**config.mk**
```make
export PLATFORM = sky130hd
export DESIGN_NAME = epc_bus_frontend
export DESIGN_NICKNAME = d
export VERILOG_FILES = /design/src/rtl/epc_bus_frontend.sv
export SDC_FILE = /design/constraint.sdc
export NUM_CORES = 1
export LEC_CHECK = 0
export CAP_MARGIN = 25
export CORE_UTILIZATION = 46
export CTS_CLUSTER_DIAMETER = 30
export DETAILED_ROUTE_END_ITERATION = 10
export PLACE_DENSITY_LB_ADDON = 0.25
export SLEW_MARGIN = 10
export SYNTH_ARGS = -nofsm -noshare
export SYNTH_HDL_FRONTEND = slang
export SYNTH_SLANG_ARGS = --single-unit
```
**constraint.sdc**
```tcl
create_clock -name clock_in -period 5.6 [get_ports clock_in]
set_clock_uncertainty 0.15 [all_clocks]
set_input_delay 1.12 -clock clock_in [delete_from_list [all_inputs] [get_ports clock_in]]
set_output_delay 1.12 -clock clock_in [all_outputs]
set_load 0.1 [all_outputs]
```
**src/rtl/epc_bus_frontend.sv**
```systemverilog
// EPC host bus front end for the bus32 register bank.
// Synchronises the asynchronous EPC strobes, latches address/data/byte
// enables, issues one single-cycle register request per EPC access and
// returns read data plus a ready flag. An ack timeout keeps a hung
// register bank from stalling the host bus.
module epc_bus_frontend #(
  parameter int                   datawidth      = 32,
  parameter int                   addrwidth      = 8,
  parameter int                   sync_stages    = 2,
  parameter int                   timeout_cycles = 255,
  parameter logic [datawidth-1:0] timeout_data   = 32'hDEAD_BEEF
) (
  input  logic                 clock_in,
  input  logic                 reset_in,
  input  logic [31:0]          epc_addr_in,
  input  logic [datawidth-1:0] epc_data_in,
  input  logic [3:0]           epc_be_in,
  input  logic                 epc_cs_n_in,
  input  logic                 epc_wr_n_in,
  input  logic                 epc_rd_n_in,
  output logic [datawidth-1:0] epc_data_out,
  output logic                 epc_rdy_out,
  output logic [addrwidth-1:0] reg_addr_out,
  output logic [datawidth-1:0] reg_wdata_out,
  output logic [3:0]           reg_be_out,
  output logic                 reg_wr_out,
  output logic                 reg_rd_out,
  input  logic [datawidth-1:0] reg_rdata_in,
  input  logic                 reg_ack_in,
  output logic                 timeout_out,
  output logic                 proto_err_out
);

  typedef enum logic [1:0] {
    ST_IDLE     = 2'd0,
    ST_REQ      = 2'd1,
    ST_WAIT_ACK = 2'd2,
    ST_DONE     = 2'd3
  } state_t;

  localparam logic [15:0]          TO_LAST   = 16'(timeout_cycles - 1);
  localparam logic [datawidth-1:0] ZERO_DATA = {datawidth{1'b0}};

  // Strobe synchroniser chains; the last stage is the synced strobe.
  logic [sync_stages-1:0] r_cs_sync;
  logic [sync_stages-1:0] r_wr_sync;
  logic [sync_stages-1:0] r_rd_sync;
  logic                   w_cs_n;
  logic                   w_wr_n;
  logic                   w_rd_n;
  logic                   w_access;
  logic                   w_conflict;
  logic                   w_addr_unused;

  // Registered FSM state and outputs, with their next values.
  state_t                 r_state, w_state;
  logic [15:0]            r_cnt, w_cnt;
  logic                   r_is_read, w_is_read;
  logic                   r_proto_lock, w_proto_lock;
  logic [datawidth-1:0]   r_data, w_data;
  logic                   r_rdy, w_rdy;
  logic [addrwidth-1:0]   r_addr, w_addr;
  logic [datawidth-1:0]   r_wdata, w_wdata;
  logic [3:0]             r_be, w_be;
  logic                   r_wr, w_wr;
  logic                   r_rd, w_rd;
  logic                   r_timeout, w_timeout;
  logic                   r_proto_err, w_proto_err;

  assign w_cs_n        = r_cs_sync[sync_stages-1];
  assign w_wr_n        = r_wr_sync[sync_stages-1];
  assign w_rd_n        = r_rd_sync[sync_stages-1];
  assign w_access      = !w_cs_n && (w_wr_n != w_rd_n);
  assign w_conflict    = !w_cs_n && !w_wr_n && !w_rd_n;
  // Byte offset and upper address bits do not select a register word.
  assign w_addr_unused = ^{epc_addr_in[31:addrwidth+2], epc_addr_in[1:0]};

  // Shift the asynchronous strobes through the synchroniser chains (idle = 1).
  always_ff @(posedge clock_in) begin
    if (reset_in) begin
      r_cs_sync <= {sync_stages{1'b1}};
      r_wr_sync <= {sync_stages{1'b1}};
      r_rd_sync <= {sync_stages{1'b1}};
    end else begin
      r_cs_sync <= {r_cs_sync[sync_stages-2:0], epc_cs_n_in};
      r_wr_sync <= {r_wr_sync[sync_stages-2:0], epc_wr_n_in};
      r_rd_sync <= {r_rd_sync[sync_stages-2:0], epc_rd_n_in};
    end
  end

  // Next-state and next-output logic of the access FSM.
  always_comb begin
    w_state      = r_state;
    w_cnt        = r_cnt;
    w_is_read    = r_is_read;
    w_proto_lock = r_proto_lock;
    w_data       = r_data;
    w_rdy        = r_rdy;
    w_addr       = r_addr;
    w_wdata      = r_wdata;
    w_be         = r_be;
    w_wr         = 1'b0;
    w_rd         = 1'b0;
    w_timeout    = 1'b0;
    w_proto_err  = 1'b0;
    case (r_state)
      ST_IDLE: begin
        if (w_cs_n) begin
          w_proto_lock = 1'b0;
        end else if (r_proto_lock) begin
          // Conflicting strobes already seen in this cs assertion: wait for cs=1.
          w_proto_lock = 1'b1;
        end else if (w_conflict) begin
          w_proto_err  = 1'b1;
          w_proto_lock = 1'b1;
        end else if (w_access) begin
          w_addr    = epc_addr_in[addrwidth+1:2];
          w_wdata   = epc_data_in;
          w_be      = epc_be_in;
          w_is_read = !w_rd_n;
          w_wr      = !w_wr_n;
          w_rd      = !w_rd_n;
          w_state   = ST_REQ;
        end else begin
          w_state = ST_IDLE;
        end
      end
      ST_REQ: begin
        w_cnt = 16'd0;
        if (reg_ack_in) begin
          w_rdy   = 1'b1;
          w_data  = r_is_read ? reg_rdata_in : ZERO_DATA;
          w_state = ST_DONE;
        end else begin
          w_state = ST_WAIT_ACK;
        end
      end
      ST_WAIT_ACK: begin
        if (reg_ack_in) begin
          // An ack on the timeout cycle still wins.
          w_rdy   = 1'b1;
          w_data  = r_is_read ? reg_rdata_in : ZERO_DATA;
          w_state = ST_DONE;
        end else if (r_cnt == TO_LAST) begin
          w_timeout = 1'b1;
          w_rdy     = 1'b1;
          w_data    = r_is_read ? timeout_data : ZERO_DATA;
          w_state   = ST_DONE;
        end else begin
          w_cnt = r_cnt + 16'd1;
        end
      end
      ST_DONE: begin
        if (w_cs_n) begin
          w_rdy   = 1'b0;
          w_data  = ZERO_DATA;
          w_state = ST_IDLE;
        end else begin
          w_state = ST_DONE;
        end
      end
      default: begin
        w_state = ST_IDLE;
      end
    endcase
  end

  // Register FSM state and all outputs; reset aborts any access in flight.
  always_ff @(posedge clock_in) begin
    if (reset_in) begin
      r_state      <= ST_IDLE;
      r_cnt        <= 16'd0;
      r_is_read    <= 1'b0;
      r_proto_lock <= 1'b0;
      r_data       <= ZERO_DATA;
      r_rdy        <= 1'b0;
      r_addr       <= {addrwidth{1'b0}};
      r_wdata      <= ZERO_DATA;
      r_be         <= 4'd0;
      r_wr         <= 1'b0;
      r_rd         <= 1'b0;
      r_timeout    <= 1'b0;
      r_proto_err  <= 1'b0;
    end else begin
      r_state      <= w_state;
      r_cnt        <= w_cnt;
      r_is_read    <= w_is_read;
      r_proto_lock <= w_proto_lock;
      r_data       <= w_data;
      r_rdy        <= w_rdy;
      r_addr       <= w_addr;
      r_wdata      <= w_wdata;
      r_be         <= w_be;
      r_wr         <= w_wr;
      r_rd         <= w_rd;
      r_timeout    <= w_timeout;
      r_proto_err  <= w_proto_err;
    end
  end

  assign epc_data_out  = r_data;
  assign epc_rdy_out   = r_rdy;
  assign reg_addr_out  = r_addr;
  assign reg_wdata_out = r_wdata;
  assign reg_be_out    = r_be;
  assign reg_wr_out    = r_wr;
  assign reg_rd_out    = r_rd;
  assign timeout_out   = r_timeout;
  assign proto_err_out = r_proto_err;

endmodule

```
-- Word-level counts from Yosys, hierarchy flattened
Cells that the tools add are included.
Widths: inputs -> output; s select.
- output and inout port bits: 81
- flip-flop bits (word level): 107
- logic and storage cells: 80
- reduce and logical (&&, ||, !) cells: 16
- muxes and demuxes: 28
- equal/unequal tests: 13
- bitwise operators: 6
- add/sub/neg operators: 1
- operators with widths (kind ; count):
    $mux 32 ; 6
    $pmux 32 s3 ; 1
    $mux 16 ; 2
    $pmux 16 s2 ; 1
    $add 16x1->16 const B ; 1
    $eq 16x8->1 const B ; 1
    $ne 2x2->1 const B ; 7
    $mux 2 ; 6
    $mux 1 ; 10
    $pmux 2 s4 ; 1
    $reduce_and 4->1 ; 2
    $not 1->1 ; 6
    $reduce_or 6->1 ; 1
    $reduce_and 5->1 ; 1
    $eq 2x2->1 const B ; 2
    $reduce_or 4->1 ; 1
    $logic_and 1x1->1 ; 3
    $logic_not 1->1 ; 3
    $ne 3x3->1 const B ; 1
    $pmux 1 s3 ; 1
    $reduce_and 3->1 ; 1
    $reduce_bool 3->1 ; 1
    $reduce_or 3->1 ; 1
    $eq 2x1->1 const B ; 1
    other kinds (3) ; 3

-- Logic depth before layout (Yosys ltp)
- depth after elaboration: 7
- depth in mapped cells: 8

-- Least setup slack after synthesis
OpenSTA, ideal clock, no wires.
- kind: in2reg
- start: input port reg_ack_in
- end: register r_cnt[3]
- buffers on the path: 1
- stages on the path: 5
- library setup time: 0.070 ns
- path slack: 3.124 ns
- arrival time: 2.256 ns
- data required time: 5.380 ns
- cell sequence: and2b_1 -> nand2b_1 -> clkbuf_1 -> or4_1 -> a21oi_1
- word-level cells in the longest chain between the ends: 2
- ends and longest elaborated chain (element ; line ; RTL):
    start: declaration ; 29 ; input logic reg_ack_in,
    $ne 2x2->1 (no source line) ; -- ;
    $reduce_and 3->1 (no source line) ; -- ;
    end signal: assignment ; 186 ; r_cnt <= w_cnt;
    end: declaration ; 57 ; logic [15:0] r_cnt, w_cnt;
No other way between the ends.
A chain may end at the register's enable or synchronous reset.

-- Final worst setup path
- start: register r_rdy (netlist: epc_rdy_out)
- end: output port epc_rdy_out
- RTL lines (element ; line ; RTL):
    start: declaration ; 61 ; logic r_rdy, w_rdy;
    start signal: assignment ; 190 ; r_rdy <= w_rdy;
    end: declaration ; 22 ; output logic epc_rdy_out,
No word-level cell between the ends.

==> results.ini <==
[status]
status=finished clean

[synth]
synthAdderAreaFrac_pct=0.569
fraction_of_synthesized_cell_area_in_xor_and_xnor_cells_pct=0.199
ys.warnings.count=0
commonest_register_cell_after_synthesis=dfxtp_1
avgSynthCellArea_sq_um=8.85
synth_seq_area_share_pct=48.7
synthSimpleGateAreaFrac_pct=24.7
synth.area.mux_share_pct=8.19
post_syn_instances=497
synth_async_sr_flop_share_pct=0
synth.distinct_cells=41
synth_enable_flop_cells=0
dominant_combinational_cell_family_by_area_after_synthesis=simple AND/OR/NAND/NOR gates
ys_ff_latch=107
syn_nets=605
complex_gate_fraction_of_the_synthesized_area_pct=13.5
synth_cell_area_sq_um=4400

[grt]
largest_net_degree_at_the_start_of_global_routing=105
global_route_wire_length_before_repair_mm=17.6
antenna_found_initial=0
global_route.overflow_total=0
track_usage_pct=21.9
first_global_vias=3841

[setup_path]
r2r_start=r_cnt[0]$_SDFFE_PP0P_
timing.critical_path.depth=1
worstPathCellList=clkdlybuf4s50_1
cp_slowest_stage_delay_ns=1.17
critPathCaptureType=output port
critPathTopFamily=buffers and inverters
worstSetupPathType=flip-flop to output port
worst_ep_arrival_time_ns=1.96
worstPathMaxFanout=4
setup.worst_path.start=epc_rdy_out$_SDFFE_PP0P_
critical_path.n_buffers_inverters=1
worstRegToRegCells=6
crit_slowest_cell=clkdlybuf4s50_1
cp_data_required_time_ns=4.33
crit_path_start_kind=flip-flop

[sta]
timing_max_transition_violations_final=0
post-route-period-util_pct=57.7
timing.max_slew.rel_slack_pct=32.6
hold_viol_final=0
hold_slack_ns=0.267
worst-slew-pin-transition_ns=1.01
final_period_minus_worst_setup_slack_ns=3.23
setup-violations-final=0
rsz0062_at_grt=false
fmax_mhz=309
timing.setup.tns_ns=0

[power_and_ir_drop]
combinationalPowerShare_pct=9.6
power.share.clock_pct=34.4
power.share.sequential_pct=56.0
static-leakage-power_uw=0.00201
power.share.switching_pct=24.1
power_density_nw_per_um2=221
cellInternalPower_uw=1050
switching_power_uw=332
ir_worst_vdd_uv=172

[flow_run]
drv.max_cap_violation_count=0

[cts]
post_cts.repair.setup_buffers=0
clk_latency_ns=0.36
cts_tree=done
h_tree_level_count=3
hold_buf_count_cts=0
clk_path_buf_depth=2
cts_resized=0
root_buffer_master=clkbuf_8
clk_pin_slew_worst_paths_ns=0.10
clock_buffers_created_by_tritoncts=9
clock_sinks=107

[die]
core-area_sq_um=9240
i_o_pin_count=187
die_width_um=99.8
rows=35
die-area_sq_um=9960
initial_core_util_pct=47.6
die_h_um=99.8

[min_path]
holdCritPathClass=flip-flop to flip-flop
min_from=r_cs_sync[0]$_SDFF_PP1_
worst_hold_path.num_cells=1

[final_layout]
synthToLayoutAreaGrowth_pct=42.2
filler_cell_count_in_the_final_layout=776
multi_input_area_sq_um=2070
post_route_cells_drive_above_1_share_pct=6.17
antenna-diode-count=0
nets=752
seqCellArea_sq_um=2140

[route]
drt_first_pass_iters=4
wl_per_cell_um=13.9
initialDrtViolationCount=123
antenna_violating_nets_post_route=0
avgViaCountPerCell=5.12
post_route_drc_violation_count=0
detail_route.wirelength_mm=10.8
num_vias=3979

[placed_design]
numPortBuffers=162
finalWeightedCongestion=0.806
place.detailed.hpwl_mm=7.44

kinds of logic (layout without fill, tap and decap cells):
group	after synthesis	after routing
AOI/OAI and AO/OA	106	106
muxes	36	36
and+or+nand+nor	208	208
buffers and inverters	37	188
adders and majority gates	2	2
xor gates and xnor gates	1	1
DFF	107	107
placed cells by master, fill, tap and decap left out, types with 3 or more instances in the layout:
| cell type | n |
|---|---|
| o31ai_1 | 4 |
| mux2i_1 | 36 |
| clkdlybuf4s50_1 | 161 |
| buf_4 | 6 |
| or4_1 | 7 |
| dfxtp_1 | 107 |
| inv_1 | 5 |
| or3_1 | 4 |
| or2_2 | 10 |
| o21ai_1 | 12 |
| clkbuf_8 | 9 |
| nor3_1 | 9 |
| nand2_1 | 105 |
| and3_1 | 3 |
| o211ai_1 | 4 |
| nand3_1 | 9 |
| o21ai_0 | 16 |
| nor2_1 | 6 |
| nand2b_1 | 38 |
| and4_1 | 3 |
| a21oi_1 | 61 |
sequential cells by signal, summed over array words and instances (netlist names), 2 cells and up:
signal and flops:
epc_data_out 32, r_cnt 16, r_cs_sync 2, r_rd_sync 2
r_state 2, r_wr_sync 2, reg_addr_out 8, reg_be_out 4
reg_wdata_out 32
layer usage:
layer	vias to the layer above	part of all wire, %	track usage (%)
met5	-	0	0
met4	0	1.9	7.01
met3	17	7.8	7.38
met2	131	47	37.1
met1	1840	43	26.0
li1	1991	-	-
cell usage after synthesis (2+ instances only):
| master | count | area [sq um] |
|---|---|---|
| nand2_1 | 105 | 394 |
| and4_1 | 3 | 26.3 |
| ha_1 | 2 | 25.0 |
| mux2i_1 | 36 | 360 |
| o21ai_1 | 12 | 60.1 |
| a21oi_1 | 61 | 305 |
| a211oi_1 | 2 | 15.0 |
| buf_8 | 3 | 45.0 |
| nor2b_1 | 2 | 12.5 |
| or4_1 | 7 | 52.6 |
| o311ai_1 | 2 | 17.5 |
| nand3_1 | 9 | 45.0 |
| dfxtp_1 | 107 | 2140 |
| inv_1 | 5 | 18.8 |
| and3_1 | 3 | 18.8 |
| nor2_1 | 6 | 22.5 |
| and4b_1 | 2 | 20.0 |
| nor3_1 | 9 | 45.0 |
| o21ai_0 | 16 | 80.1 |
| o31ai_1 | 4 | 30.0 |
| and4_2 | 2 | 20.0 |
| or2_2 | 10 | 62.6 |
| or3_1 | 4 | 25.0 |
| clkbuf_1 | 20 | 75.1 |
| buf_2 | 9 | 45.0 |
| nand2b_1 | 38 | 238 |
| o211ai_1 | 4 | 30.0 |
through the flow:
step           power, uW  std cells  worst slack, ns  cell area, sq um  util (%)
2_1_floorplan        850        497             3.12              4400         -
3_3_place_gp         920        762             2.27              6060      65.5
4_1_cts             1390        777             2.34              6250      67.7
3_5_place_dp         922        762             2.22              6060      65.5
5_1_grt             1430        777             2.33              6250      67.7
6_report            1380        777             2.37              6250      67.7
worst paths after layout:
path	to	slack (ns)
max	epc_rdy_out	2.37
min	r_cs_sync[1]$_SDFF_PP1_	0.27
max reg2reg	r_cnt[6]$_SDFFE_PP0P_	3.32
min reg2reg	r_cs_sync[1]$_SDFF_PP1_	0.27
cell type report:
| class | count | share of cell area [%] |
|---|---|---|
| clock inverter | 6 | 1.16 |
| timing repair buffer | 168 | 26.6 |
| clock buffer | 9 | 1.98 |
| tap | 129 | 2.58 |
| inverter | 5 | 0.300 |
| sequential | 107 | 34.3 |
| multi-input combinational | 353 | 33.1 |
power by group through the flow:
stage | Combinational, uW | Clock, uW | Sequential (uW)
2_1_floorplan | 29.7 | 0 | 820
3_3_place_gp | 131 | 0 | 789
3_5_place_dp | 132 | 0 | 790
4_1_cts | 133 | 488 | 772
5_1_grt | 140 | 520 | 774
6_report | 132 | 474 | 772
(Power assumes the default switching activity.)
